### src/rtl/jtopl_timer_bank_if.sv
// Control/status bundle between jtopl_mmr (master) and the timer bank (slave).
// Control signals flow from the register block, and status flows back.
interface jtopl_timer_bank_if #(
    parameter int N = 2,
    parameter int W = 8
);
    logic           cen16;
    logic           zero;
    logic [N*W-1:0] value;
    logic [N-1:0]   load;
    logic [N-1:0]   oneshot;
    logic [N-1:0]   flagen;
    logic [N-1:0]   clr_flag;
    logic [N-1:0]   flag;
    logic [N-1:0]   overflow;
    logic           irq_n;

    modport master (
        output cen16, zero, value, load, oneshot, flagen, clr_flag,
        input  flag, overflow, irq_n
    );

    modport slave (
        input  cen16, zero, value, load, oneshot, flagen, clr_flag,
        output flag, overflow, irq_n
    );
endinterface

### src/rtl/jtopl_timer_bank.sv
// Bank of N free-running OPL-style timers with per-channel prescaler, sticky
// masked flags, optional one-shot mode and a combined registered active-low IRQ.
module jtopl_timer_bank #(
    parameter int             N        = 2,
    parameter int             W        = 8,
    parameter logic [N*4-1:0] PRE_LOG2 = {4'd4, 4'd2}
) (
    input  logic              clk,
    input  logic              rst,
    jtopl_timer_bank_if.slave bus
);
    logic [W-1:0] cnt_q  [N];
    logic [W-1:0] cnt_d  [N];
    logic [3:0]   pcnt_q [N];
    logic [3:0]   pcnt_d [N];
    logic [N-1:0] done_q;
    logic [N-1:0] done_d;
    logic [N-1:0] load_l_q;
    logic [N-1:0] flag_q;
    logic [N-1:0] flag_d;
    logic [N-1:0] ovf_q;
    logic [N-1:0] ovf_d;
    logic         irq_n_q;
    logic         tk;
    logic [N-1:0] load_rise;

    // Prescaler terminal count; log2 values beyond the 4-bit pcnt saturate at 15.
    function automatic logic [3:0] preMax(input int ch);
        logic [3:0] lg;
        lg = PRE_LOG2[ch*4 +: 4];
        if (lg >= 4'd4) begin
            return 4'hF;
        end
        return 4'((5'd1 << lg) - 5'd1);
    endfunction

    assign tk        = bus.cen16 & bus.zero;
    assign load_rise = bus.load & ~load_l_q;

    always_comb begin
        cnt_d  = cnt_q;
        pcnt_d = pcnt_q;
        done_d = done_q;
        ovf_d  = '0;
        for (int i = 0; i < N; i++) begin
            // A load rising edge restarts the channel and swallows a coincident tick.
            if (load_rise[i]) begin
                cnt_d[i]  = bus.value[i*W +: W];
                pcnt_d[i] = '0;
                done_d[i] = 1'b0;
            end else if (tk && bus.load[i] && !done_q[i]) begin
                if (pcnt_q[i] == preMax(i)) begin
                    pcnt_d[i] = '0;
                    if (cnt_q[i] == {W{1'b1}}) begin
                        cnt_d[i] = bus.value[i*W +: W];
                        ovf_d[i] = 1'b1;
                        if (bus.oneshot[i]) begin
                            done_d[i] = 1'b1;
                        end
                    end else begin
                        cnt_d[i] = cnt_q[i] + W'(1);
                    end
                end else begin
                    pcnt_d[i] = pcnt_q[i] + 4'd1;
                end
            end
        end
        // Set beats clear so an overflow landing on a clear pulse is never lost.
        flag_d = (flag_q & ~bus.clr_flag) | (ovf_d & bus.flagen);
    end

    always_ff @(posedge clk) begin
        if (rst) begin
            for (int i = 0; i < N; i++) begin
                cnt_q[i]  <= '0;
                pcnt_q[i] <= '0;
            end
            done_q   <= '0;
            load_l_q <= '0;
            flag_q   <= '0;
            ovf_q    <= '0;
            irq_n_q  <= 1'b1;
        end else begin
            for (int i = 0; i < N; i++) begin
                cnt_q[i]  <= cnt_d[i];
                pcnt_q[i] <= pcnt_d[i];
            end
            done_q   <= done_d;
            load_l_q <= bus.load;
            flag_q   <= flag_d;
            ovf_q    <= ovf_d;
            irq_n_q  <= ~|flag_q;
        end
    end

    assign bus.flag     = flag_q;
    assign bus.overflow = ovf_q;
    assign bus.irq_n    = irq_n_q;
endmodule
### src/flat_wrapper.sv
// flat-port wrapper written by rule: the top's interface ports become plain ports
module jtopl_timer_bank_flat 
#(
    parameter int             N        = 2,
    parameter int             W        = 8,
    parameter logic [N*4-1:0] PRE_LOG2 = {4'd4, 4'd2}
)
  (clk, rst, bus_cen16, bus_zero, bus_value, bus_load, bus_oneshot, bus_flagen, bus_clr_flag, bus_flag, bus_overflow, bus_irq_n);
  jtopl_timer_bank_if #(.N(N), .W(W)) bus_i ();
  input  logic clk;
  input  logic rst;
  input wire logic [$bits(bus_i.cen16)-1:0] bus_cen16;
  input wire logic [$bits(bus_i.zero)-1:0] bus_zero;
  input wire logic [$bits(bus_i.value)-1:0] bus_value;
  input wire logic [$bits(bus_i.load)-1:0] bus_load;
  input wire logic [$bits(bus_i.oneshot)-1:0] bus_oneshot;
  input wire logic [$bits(bus_i.flagen)-1:0] bus_flagen;
  input wire logic [$bits(bus_i.clr_flag)-1:0] bus_clr_flag;
  output wire logic [$bits(bus_i.flag)-1:0] bus_flag;
  output wire logic [$bits(bus_i.overflow)-1:0] bus_overflow;
  output wire logic [$bits(bus_i.irq_n)-1:0] bus_irq_n;
  assign bus_i.cen16 = bus_cen16;
  assign bus_i.zero = bus_zero;
  assign bus_i.value = bus_value;
  assign bus_i.load = bus_load;
  assign bus_i.oneshot = bus_oneshot;
  assign bus_i.flagen = bus_flagen;
  assign bus_i.clr_flag = bus_clr_flag;
  assign bus_flag = bus_i.flag;
  assign bus_overflow = bus_i.overflow;
  assign bus_irq_n = bus_i.irq_n;
  jtopl_timer_bank #(.N(N), .W(W), .PRE_LOG2(PRE_LOG2)) u_core (.clk(clk), .rst(rst), .bus(bus_i));
endmodule
### config.mk
export PLATFORM = sky130hd
export DESIGN_NAME = jtopl_timer_bank_flat
export DESIGN_NICKNAME = d
export VERILOG_FILES = /design/src/rtl/jtopl_timer_bank_if.sv /design/src/rtl/jtopl_timer_bank.sv /design/src/flat_wrapper.sv
export SDC_FILE = /design/constraint.sdc
export NUM_CORES = 1
export LEC_CHECK = 0
export ABC_AREA = 0
export CELL_PAD_IN_SITES_DETAIL_PLACEMENT = 1
export CELL_PAD_IN_SITES_GLOBAL_PLACEMENT = 1
export CORE_MARGIN = 2
export CORE_UTILIZATION = 38
export DETAILED_ROUTE_END_ITERATION = 12
export PLACE_DENSITY_LB_ADDON = 0.1
export REMOVE_ABC_BUFFERS = 1
export SETUP_SLACK_MARGIN = 0.1
export SKIP_LAST_GASP = 1
export SLEW_MARGIN = 20
export SYNTH_ARGS = -nofsm -noshare
export SYNTH_HDL_FRONTEND = slang
export SYNTH_SLANG_ARGS = --single-unit
### constraint.sdc
create_clock -name clk -period 1.92 [get_ports clk]
set_input_delay 0.384 -clock clk [delete_from_list [all_inputs] [get_ports clk]]
set_output_delay 0.384 -clock clk [all_outputs]
set_load 0.02 [all_outputs]
==> results.json, run 1 <==
{
  "status": "finished, final reports clean",
  "antenna_found_initial": 0,
  "power_density_mw_per_mm2": 629.9,
  "crit_arrival_ps": 1940,
  "max_slew.worst_pin.slew_ps": 534.4,
  "num-nets-final": 294,
  "drive_gt1_share_pct": 14.45,
  "fp.dieW_um": 72.62,
  "dpl.hpwl_um": 4320,
  "path_max_fanout": 6,
  "postSynth.asyncResetShare_pct": 0,
  "period_needed_ps": 1735,
  "antenna_cells": 0,
  "hp-class": "register to register",
  "ys_seq_area_share_pct": 36.92,
  "required_ps": 2130,
  "grt_max_degree": 12,
  "htree_levels": 2,
  "clock_skew_ps": 9.457,
  "cts_setup_buffers": 0,
  "ys_warn_count": 0,
  "r2r-start": "u_core.pcnt_q[0]$_SDFFE_PP0N_",
  "top_layer_used": "met4",
  "slew_violations": 0,
  "final_area_mm2": 0.002359,
  "avgRoutedWirePerCell_um": 17.87,
  "cap_violations": 0,
  "met1_length_um": 2289,
  "drt-pass1-iter-count": 4,
  "vias": 1898,
  "cts-root-buf": "clkbuf_8",
  "hold-worst-slack_ps": 456.5,
  "viasPerCell": 6.025,
  "seqCellArea_um2": 660.6,
  "placed_cell_area_mm2": 0.002262,
  "syn_inst": 214,
  "wl_met3_um": 178,
  "critical_path_class": "input port to register",
  "holdBufCountCts": 0,
  "finalHoldViolCount": 0,
  "grt_pass1_vias": 2039,
  "endpoint_kind": "register",
  "relSlewSlack_pct": 64.37,
  "grt_pass1_wl_um": 9356,
  "rsz0062_at_grt": "no",
  "max_freq_mhz": 576.3,
  "layout_commonest_cell": "dfxtp_1",
  "tritoncts": "done",
  "period_share_pct": 90.37,
  "synth-main-ff-cell": "dfxtp_1",
  "num-fill-cells": 541,
  "clock-sinks": 33,
  "multi_input_area_mm2": 0.001076,
  "drt-initial-drc-count": 59,
  "syn_area_per_cell_um2": 8.361,
  "ys_ff_latch": 33,
  "cts_max_path_buffers": 2,
  "clkLatencyLatePin_ps": 300,
  "boundaryPins": 33,
  "start_util_pct": 40.26,
  "crit_path_start": "bus_cen16",
  "rows": 24,
  "synth.distinct_cells": 53,
  "clk_pin_slew_worst_paths_ps": 70,
  "hp-start": "u_core.bus.flag[1]$_SDFF_PP0_",
  "critical_path.startpoint_type": "input port",
  "final_cell_mix": "33 x dfxtp_1, 32 x clkdlybuf4s50_1, 18 x a21oi_1",
  "setup_viol": 0,
  "numCtsBuffers": 5,
  "synth_edf_count": 0,
  "grt_overflow": 0,
  "gp_congestion": 0.8833,
  "dpl_worst_slack_ps": -94.88,
  "die_area_mm2": 0.005274,
  "dr_wl_met2_um": 3007,
  "syn2layout_area_growth_pct": 31.82,
  "syn_area_mm2": 0.001789,
  "ant_nets": 0,
  "max-vdd-ir-drop_v": 0.0003492,
  "fp.dieH_um": 72.62,
  "fin_ws_ps": 184.8,
  "core_area_mm2": 0.004444,
  "portBuffers": 32,
  "grt_usage_pct": 22.94,
  "drt-total-wl_um": 5629,
  "leakage_nw": 0.8564,
  "drc_errors": 0
}
==> where the power goes <==
group          internal (mW)  leakage [nW]  switching [mW]
Clock                  0.250        0.0439           0.284
Sequential             0.705         0.268          0.0265
Combinational          0.116         0.544           0.104
==> final timing paths <==
path	depth (start not counted)	slack, ps	endpoint
hold reg to reg	1	460	u_core.bus.irq_n$_SDFF_PP1_
hold / removal	1	460	u_core.bus.irq_n$_SDFF_PP1_
setup reg to reg	5	230	u_core.cnt_q[6]$_SDFFE_PP0P_
setup / recovery	5	180	u_core.cnt_q[15]$_SDFFE_PP0P_
==> synthesized netlist by cell type, types with 4 or more instances <==
master    number  area [um2]
dfxtp_1       33       660.6
and3_1         4       25.02
nand3_1        9       45.04
nand4_1        5       31.28
nand2_1       17       63.81
clkbuf_1       4       15.01
a31oi_1        5       31.28
o21ai_0       12       60.06
nor3_1         8       40.04
inv_1          6       22.52
nand2b_1       4       25.02
nor2b_1        6       37.54
nor2_1        15       56.30
ha_1           4       50.05
a21oi_1       18       90.09
==> area by class of cell <==
| class | instances | area share [%] |
|---|---|---|
| multi-input combinational | 167 | 45.62 |
| sequential | 33 | 28.01 |
| timing repair buffer | 49 | 18.99 |
| clock buffer | 5 | 2.918 |
| tap | 52 | 2.759 |
| inverter | 6 | 0.9549 |
| clock inverter | 3 | 0.7427 |
==> layer usage <==
layer | vias to the layer above | GRT usage (%)
li1 | 898 | -
met1 | 941 | 24.94
met2 | 42 | 42.63
met3 | 17 | 4.144
met4 | 0 | 10.70
met5 | - | 0
==> cells by family (layout without fill, tap and decap cells) <==
| group | Yosys count | count (layout) | share of synthesized area [%] |
|---|---|---|---|
| compound gates | 66 | 66 | 25.04 |
| fa+ha+maj | 4 | 4 | 2.797 |
| mux | 3 | 3 | 1.678 |
| flops | 33 | 33 | 36.92 |
| simple gates | 90 | 90 | 28.11 |
| xor+xnor | 4 | 4 | 1.958 |
| buf+inv | 14 | 63 | 3.496 |
==> worst max-delay path: stages <==
cell and delay, ps:
clkdlybuf4s50_1 440, and4b_1 290, a21oi_1 460, a21oi_1 110, a211oi_1 260
==> metrics by stage <==
stage	cells	utilization (%)	setup TNS (ps)	power [mW]
floorplan	206	-	0	0.8282
global placement	307	50.90	-4.072	0.9506
detailed placement	307	50.90	-408.8	0.9640
CTS	315	52.84	0	1.493
global route	315	53.07	0	1.554
finish	315	53.07	0	1.486
==> timing repair <==
| action | CTS | global route |
|---|---|---|
| gates resized for setup | 1 | 2 |
| setup endpoints to repair | 1 | 6 |
| pin swaps | 0 | 0 |
==> sequential cells by signal, summed over array words and instances, names as in the netlist <==
signal and cells:
u_core.pcnt_q 8, u_core.done_q 2, u_core.cnt_q 16, u_core.load_l_q 2
u_core.bus.irq_n 1, u_core.bus.flag 2, u_core.bus.overflow 2
(Power assumes the default switching activity.)
==> inputs of run 2 (changes only) <==
- CORE_ASPECT_RATIO: not set -> 0.9
==> run 2 against run 1 <==
  * Worst hold slack got worse by 3.5 ps
  * Wire length fell by 7.4%
  * Register-to-register slack about the same
  * Clock skew grew 1.1 ps
  * Non-clock buffer count is 6 higher
  * Die area barely moved
  * Setup slack improved by 38 ps
==> results.json, run 2 (synthesis gave the netlist of run 1 again) <==
{
  "rsz0062_at_grt": "yes",
  "num-fill-cells": 558,
  "status": "finished, final reports clean",
  "tritoncts": "done",
  "cts_resized": 0,
  "final_cell_mix": "33 x dfxtp_1, 32 x clkdlybuf4s50_1, 23 x buf_4",
  "hp-class": "register to register",
  "power_density_mw_per_mm2": 671.7,
  "portBuffers": 32,
  "syn2layout_area_growth_pct": 36.64,
  "grt_pass1_wl_um": 8825,
  "drive_gt1_share_pct": 16.36,
  "drt-total-wl_um": 5211,
  "r2r-start": "u_core.pcnt_q[0]$_SDFFE_PP0N_",
  "cts_setup_buffers": 0,
  "critical_path.startpoint_type": "register",
  "setup_viol": 0,
  "cts_max_path_buffers": 2,
  "grt_overflow": 0,
  "r2r_cells": 6,
  "drt-pass1-iter-count": 4,
  "antenna_cells": 0,
  "vias": 1817,
  "htree_levels": 2,
  "finalHoldViolCount": 0,
  "rows": 23,
  "crit_path_start": "u_core.pcnt_q[0]$_SDFFE_PP0N_",
  "clock_skew_ps": 10.57,
  "path_max_fanout": 5,
  "power_mw": 1.642,
  "cts-root-buf": "clkbuf_8",
  "boundaryPins": 33,
  "start_util_pct": 39.86,
  "max_slew.worst_pin.slew_ps": 358.9,
  "crit_arrival_ps": 1910,
  "layout_commonest_cell": "dfxtp_1",
  "gp_congestion": 0.8226,
  "grt_usage_pct": 21.05,
  "critical_path_class": "register to register",
  "endpoint": "u_core.cnt_q[0]$_SDFFE_PP0P_",
  "reg_top3": "u_core.cnt_q (16), u_core.pcnt_q (8)",
  "grt_pass1_vias": 1812,
  "fp.dieH_um": 69.10,
  "largest_reg_flops": 16,
  "clock-sinks": 33,
  "required_ps": 2140,
  "clkLatencyLatePin_ps": 290,
  "antenna_found_initial": 0,
  "rr_endpoint": "u_core.cnt_q[0]$_SDFFE_PP0P_",
  "viasPerCell": 5.489,
  "dpl.hpwl_um": 4125,
  "num-nets-final": 300,
  "reg2reg_setup_slack_ps": 220,
  "multi_input_area_mm2": 0.001075,
  "cap_violations": 0,
  "max-vdd-ir-drop_v": 0.0004712,
  "period_needed_ps": 1697,
  "period_share_pct": 88.37,
  "die_area_mm2": 0.005274,
  "drt-initial-drc-count": 88,
  "slew_violations": 0,
  "seqCellArea_um2": 660.6,
  "core_area_mm2": 0.004489,
  "numCtsBuffers": 5,
  "drc_errors": 0,
  "grt_max_degree": 11,
  "avgRoutedWirePerCell_um": 15.74,
  "relSlewSlack_pct": 75.97,
  "holdBufCountCts": 0,
  "clk_pin_slew_worst_paths_ps": 70,
  "endpoint_kind": "register",
  "leakage_nw": 0.8981,
  "max_freq_mhz": 589.4,
  "fp.dieW_um": 76.33,
  "top_register": "u_core.cnt_q",
  "ant_nets": 0,
  "fin_util_pct": 54.46
}
-- run 2: how the worst min path moves through the flow --
stage                                        startpoint  cells after the start                            end  slack (ps)
after CTS                 u_core.bus.flag[1]$_SDFF_PP0_                      1    u_core.bus.irq_n$_SDFF_PP1_         460
after global placement    u_core.bus.flag[1]$_SDFF_PP0_                      1    u_core.bus.irq_n$_SDFF_PP1_         440
after detailed placement  u_core.bus.flag[1]$_SDFF_PP0_                      1    u_core.bus.irq_n$_SDFF_PP1_         450
after global routing      u_core.bus.flag[1]$_SDFF_PP0_                      1    u_core.bus.irq_n$_SDFF_PP1_         490
final                     u_core.bus.flag[1]$_SDFF_PP0_                      1    u_core.bus.irq_n$_SDFF_PP1_         450
after floorplan           u_core.done_q[0]$_SDFFE_PP0P_                      1  u_core.done_q[0]$_SDFFE_PP0P_         440
-- run 2: per-stage QoR --
stage	setup WS (ps)	std cells	instance area, um2	hold WS (ps)	TNS [ps]
after floorplan	416.8	206	1749	442.0	0
after global placement	-49.56	323	2320	436.0	-86.71
after detailed placement	-69.32	323	2320	447.0	-220.8
after CTS	219.9	331	2436	461.4	0
after global routing	41.59	331	2445	494.7	0
final	223.3	331	2445	453.0	0
-- run 2: final cells by class --
type / count / area share (%)
Timing Repair Buffer: 55 / 20.16
Inverter: 6 / 0.9212
Multi-Input combinational cell: 167 / 43.96
Clock inverter: 1 / 1.228
Sequential cell: 33 / 27.02
Clock buffer: 7 / 3.531
Tap cell: 62 / 3.173
-- run 2: power breakdown --
group	internal, mW	switching, mW	leakage [nW]	total (mW)
clock	0.423	0.265	0.0585	0.689
combinational	0.123	0.0994	0.571	0.222
sequential	0.705	0.0258	0.268	0.731
total	1.25	0.391	0.898	1.64
-- run 2: metal layers --
metal,global-route usage [%],wire length (um),vias to the layer above
met5,0,0,-
met4,6.061,35,0
met3,4.974,194,4
met2,31.66,2261,40
met1,30.02,2719,866
li1,-,-,907
-- run 2: worst max-delay path: stages (launching register included) --
cell,delay [ps]
dfxtp_1,410
ha_1,240
and3_1,290
nand2_1,140
buf_4,160
a211o_1,270
a31oi_1,120
==> inputs of run 3 (changes only) <==
==> constraint.sdc (replaced) <==
create_clock -name clk -period 1.92 [get_ports clk]
set_input_delay 0.192 -clock clk [delete_from_list [all_inputs] [get_ports clk]]
set_output_delay 0.192 -clock clk [all_outputs]
set_load 0.02 [all_outputs]
==> run 3 against run 2 <==
  * Via count decreased by 1.9%
  * Setup slack improved by 19 ps
  * Non-clock buffer count decreased by 9
  * Critical endpoint is now u_core.done_q[1]$_SDFFE_PP0P_
  * Worst hold slack got worse by 3.9 ps
  * Clock skew decreased by 4.9 ps
  * Power decreased by 11%
  * Highest routed layer unchanged
  * Clock power decreased by 25%
  * Largest power group unchanged
==> results.json, run 3 (synthesis gave the netlist of run 1 again) <==
{
  "clkLatencyLatePin_ps": 280,
  "required_ps": 2150,
  "status": "finished, final reports clean",
  "cts_max_path_buffers": 2,
  "hp-start": "u_core.bus.flag[1]$_SDFF_PP0_",
  "power_mw": 1.457,
  "rsz0062_at_grt": "no",
  "drive_gt1_share_pct": 12.69,
  "viasPerCell": 5.534,
  "cap_violations": 0,
  "max-vdd-ir-drop_v": 0.0004203,
  "num-fill-cells": 577,
  "endpoint_kind": "register",
  "syn2layout_area_growth_pct": 30.49,
  "cts-root-buf": "clkbuf_8",
  "path_max_fanout": 7,
  "tritoncts": "done",
  "crit_arrival_ps": 1910,
  "gp_congestion": 0.8296,
  "antenna_found_initial": 0,
  "clock-sinks": 33,
  "r2r_cells": 5,
  "crit_chain": "ha_1 -> nand3_2 -> nor4_1 -> and2_1 -> a22o_1",
  "relSlewSlack_pct": 75.91,
  "holdPathStages": 1,
  "crit_slowest_cell": "dfxtp_1",
  "grt_max_degree": 11,
  "final_area_mm2": 0.002335,
  "num-nets-final": 291,
  "critical_path_class": "register to register",
  "avgRoutedWirePerCell_um": 16.17,
  "clk_pin_slew_worst_paths_ps": 70,
  "core_area_mm2": 0.004489,
  "ant_nets": 0,
  "drc_errors": 0,
  "critPathMaxStageDelay_ps": 410,
  "placed_cells": 314,
  "clock_skew_ps": 5.661,
  "leakage_nw": 0.8443,
  "numCtsBuffers": 5,
  "grt_usage_pct": 20.94,
  "drt-initial-drc-count": 102,
  "largest_reg_flops": 16,
  "antenna_cells": 0,
  "max_freq_mhz": 596.0,
  "fin_cells": 322,
  "fp.dieH_um": 69.10,
  "period_share_pct": 87.39,
  "dpl.hpwl_um": 3986,
  "setup_tns_ps": 0,
  "grt_pass1_wl_um": 8838,
  "portBuffers": 32,
  "final_cell_mix": "33 x dfxtp_1, 32 x clkdlybuf4s50_1, 18 x a21oi_1",
  "power_density_mw_per_mm2": 624.0,
  "htree_levels": 2,
  "top_register": "u_core.cnt_q",
  "grt_pass1_vias": 1766,
  "reg_top3": "u_core.cnt_q (16), u_core.pcnt_q (8)",
  "finalHoldViolCount": 0,
  "cts_setup_buffers": 0,
  "start_util_pct": 39.86,
  "whs_endpoint": "u_core.bus.irq_n$_SDFF_PP1_",
  "critical_path.startpoint_type": "register",
  "setup_viol": 0,
  "rows": 23,
  "max_slew.worst_pin.slew_ps": 359.8,
  "vias": 1782,
  "rr_endpoint": "u_core.done_q[1]$_SDFFE_PP0P_",
  "grt_overflow": 0,
  "hp-class": "register to register",
  "die_area_mm2": 0.005274,
  "r2r-start": "u_core.cnt_q[0]$_SDFFE_PP0P_",
  "layout_commonest_cell": "dfxtp_1",
  "placed_cell_area_mm2": 0.002252,
  "slew_violations": 0,
  "reg2reg_setup_slack_ps": 240,
  "boundaryPins": 33,
  "drt-total-wl_um": 5207,
  "multi_input_area_mm2": 0.001066,
  "fp.dieW_um": 76.33,
  "seqCellArea_um2": 660.6,
  "drt-pass1-iter-count": 4,
  "period_needed_ps": 1678
}
[run 3: changes by cell type in the layout (fill, tap and decap cells not counted), sizes merged]
cell | before | now
clkbuf | 7 | 6
buf | 23 | 14
clkinv | 0 | 2
bufinv | 1 | 0
[run 3: worst max path at each step]
stage | startpoint | endpoint | slack [ps] | depth (start not counted)
4_1_cts | u_core.cnt_q[9]$_SDFFE_PP0P_ | u_core.cnt_q[11]$_SDFFE_PP0P_ | 220 | 6
2_1_floorplan | u_core.cnt_q[8]$_SDFFE_PP0P_ | u_core.cnt_q[15]$_SDFFE_PP0P_ | 420 | 5
5_1_grt | u_core.cnt_q[0]$_SDFFE_PP0P_ | u_core.done_q[1]$_SDFFE_PP0P_ | 100 | 5
3_3_place_gp | bus_load[1] | u_core.done_q[1]$_SDFFE_PP0P_ | 140 | 5
6_report | u_core.cnt_q[0]$_SDFFE_PP0P_ | u_core.done_q[1]$_SDFFE_PP0P_ | 240 | 5
3_5_place_dp | bus_load[1] | u_core.done_q[1]$_SDFFE_PP0P_ | 50 | 5
[run 3: metrics by stage]
stage / hold slack (ps) / util [%] / worst slack (ps)
floorplan: 261.1 / - / 416.8
global placement: 442.4 / 50.17 / 143.4
detailed placement: 442.5 / 50.17 / 54.64
CTS: 455.3 / 52.01 / 224.0
global route: 490.2 / 52.01 / 101.4
finish: 449.0 / 52.01 / 242.2
[run 3: final cells by class]
type | count | area share [%]
Multi-Input combinational cell | 167 | 45.66
Clock buffer | 6 | 3.108
Inverter | 6 | 0.9646
Timing Repair Buffer | 46 | 18.22
Clock inverter | 2 | 0.4287
Tap cell | 62 | 3.323
Sequential cell | 33 | 28.30
[run 3: routing by layer]
metal  GRT usage, %  routed length, um
met1          31.63               2755
met2          30.19               2185
met3          4.188                214
met4          5.455                 53
met5              0                  0
[run 3: worst max-delay path, delay by kind of cell, from the launching register on]
family                     cells  cell delay (ps)
adders and majority gates      1              290
and+or+nand+nor                3              790
AOI/OAI and AO/OA              1              130
DFF                            1              410
[run 3: power breakdown]
part	internal, mW	total [mW]	leakage, nW	switching, mW
clock network	0.251	0.514	0.0450	0.263
logic	0.112	0.212	0.531	0.100
registers	0.705	0.731	0.268	0.0252
total	1.07	1.46	0.844	0.388
[run 3: repair_timing]
action                                  in CTS  in global routing
endpoints found under the setup margin       0                  2
gates resized for setup                      0                  1
hold buffers                                 0                  0
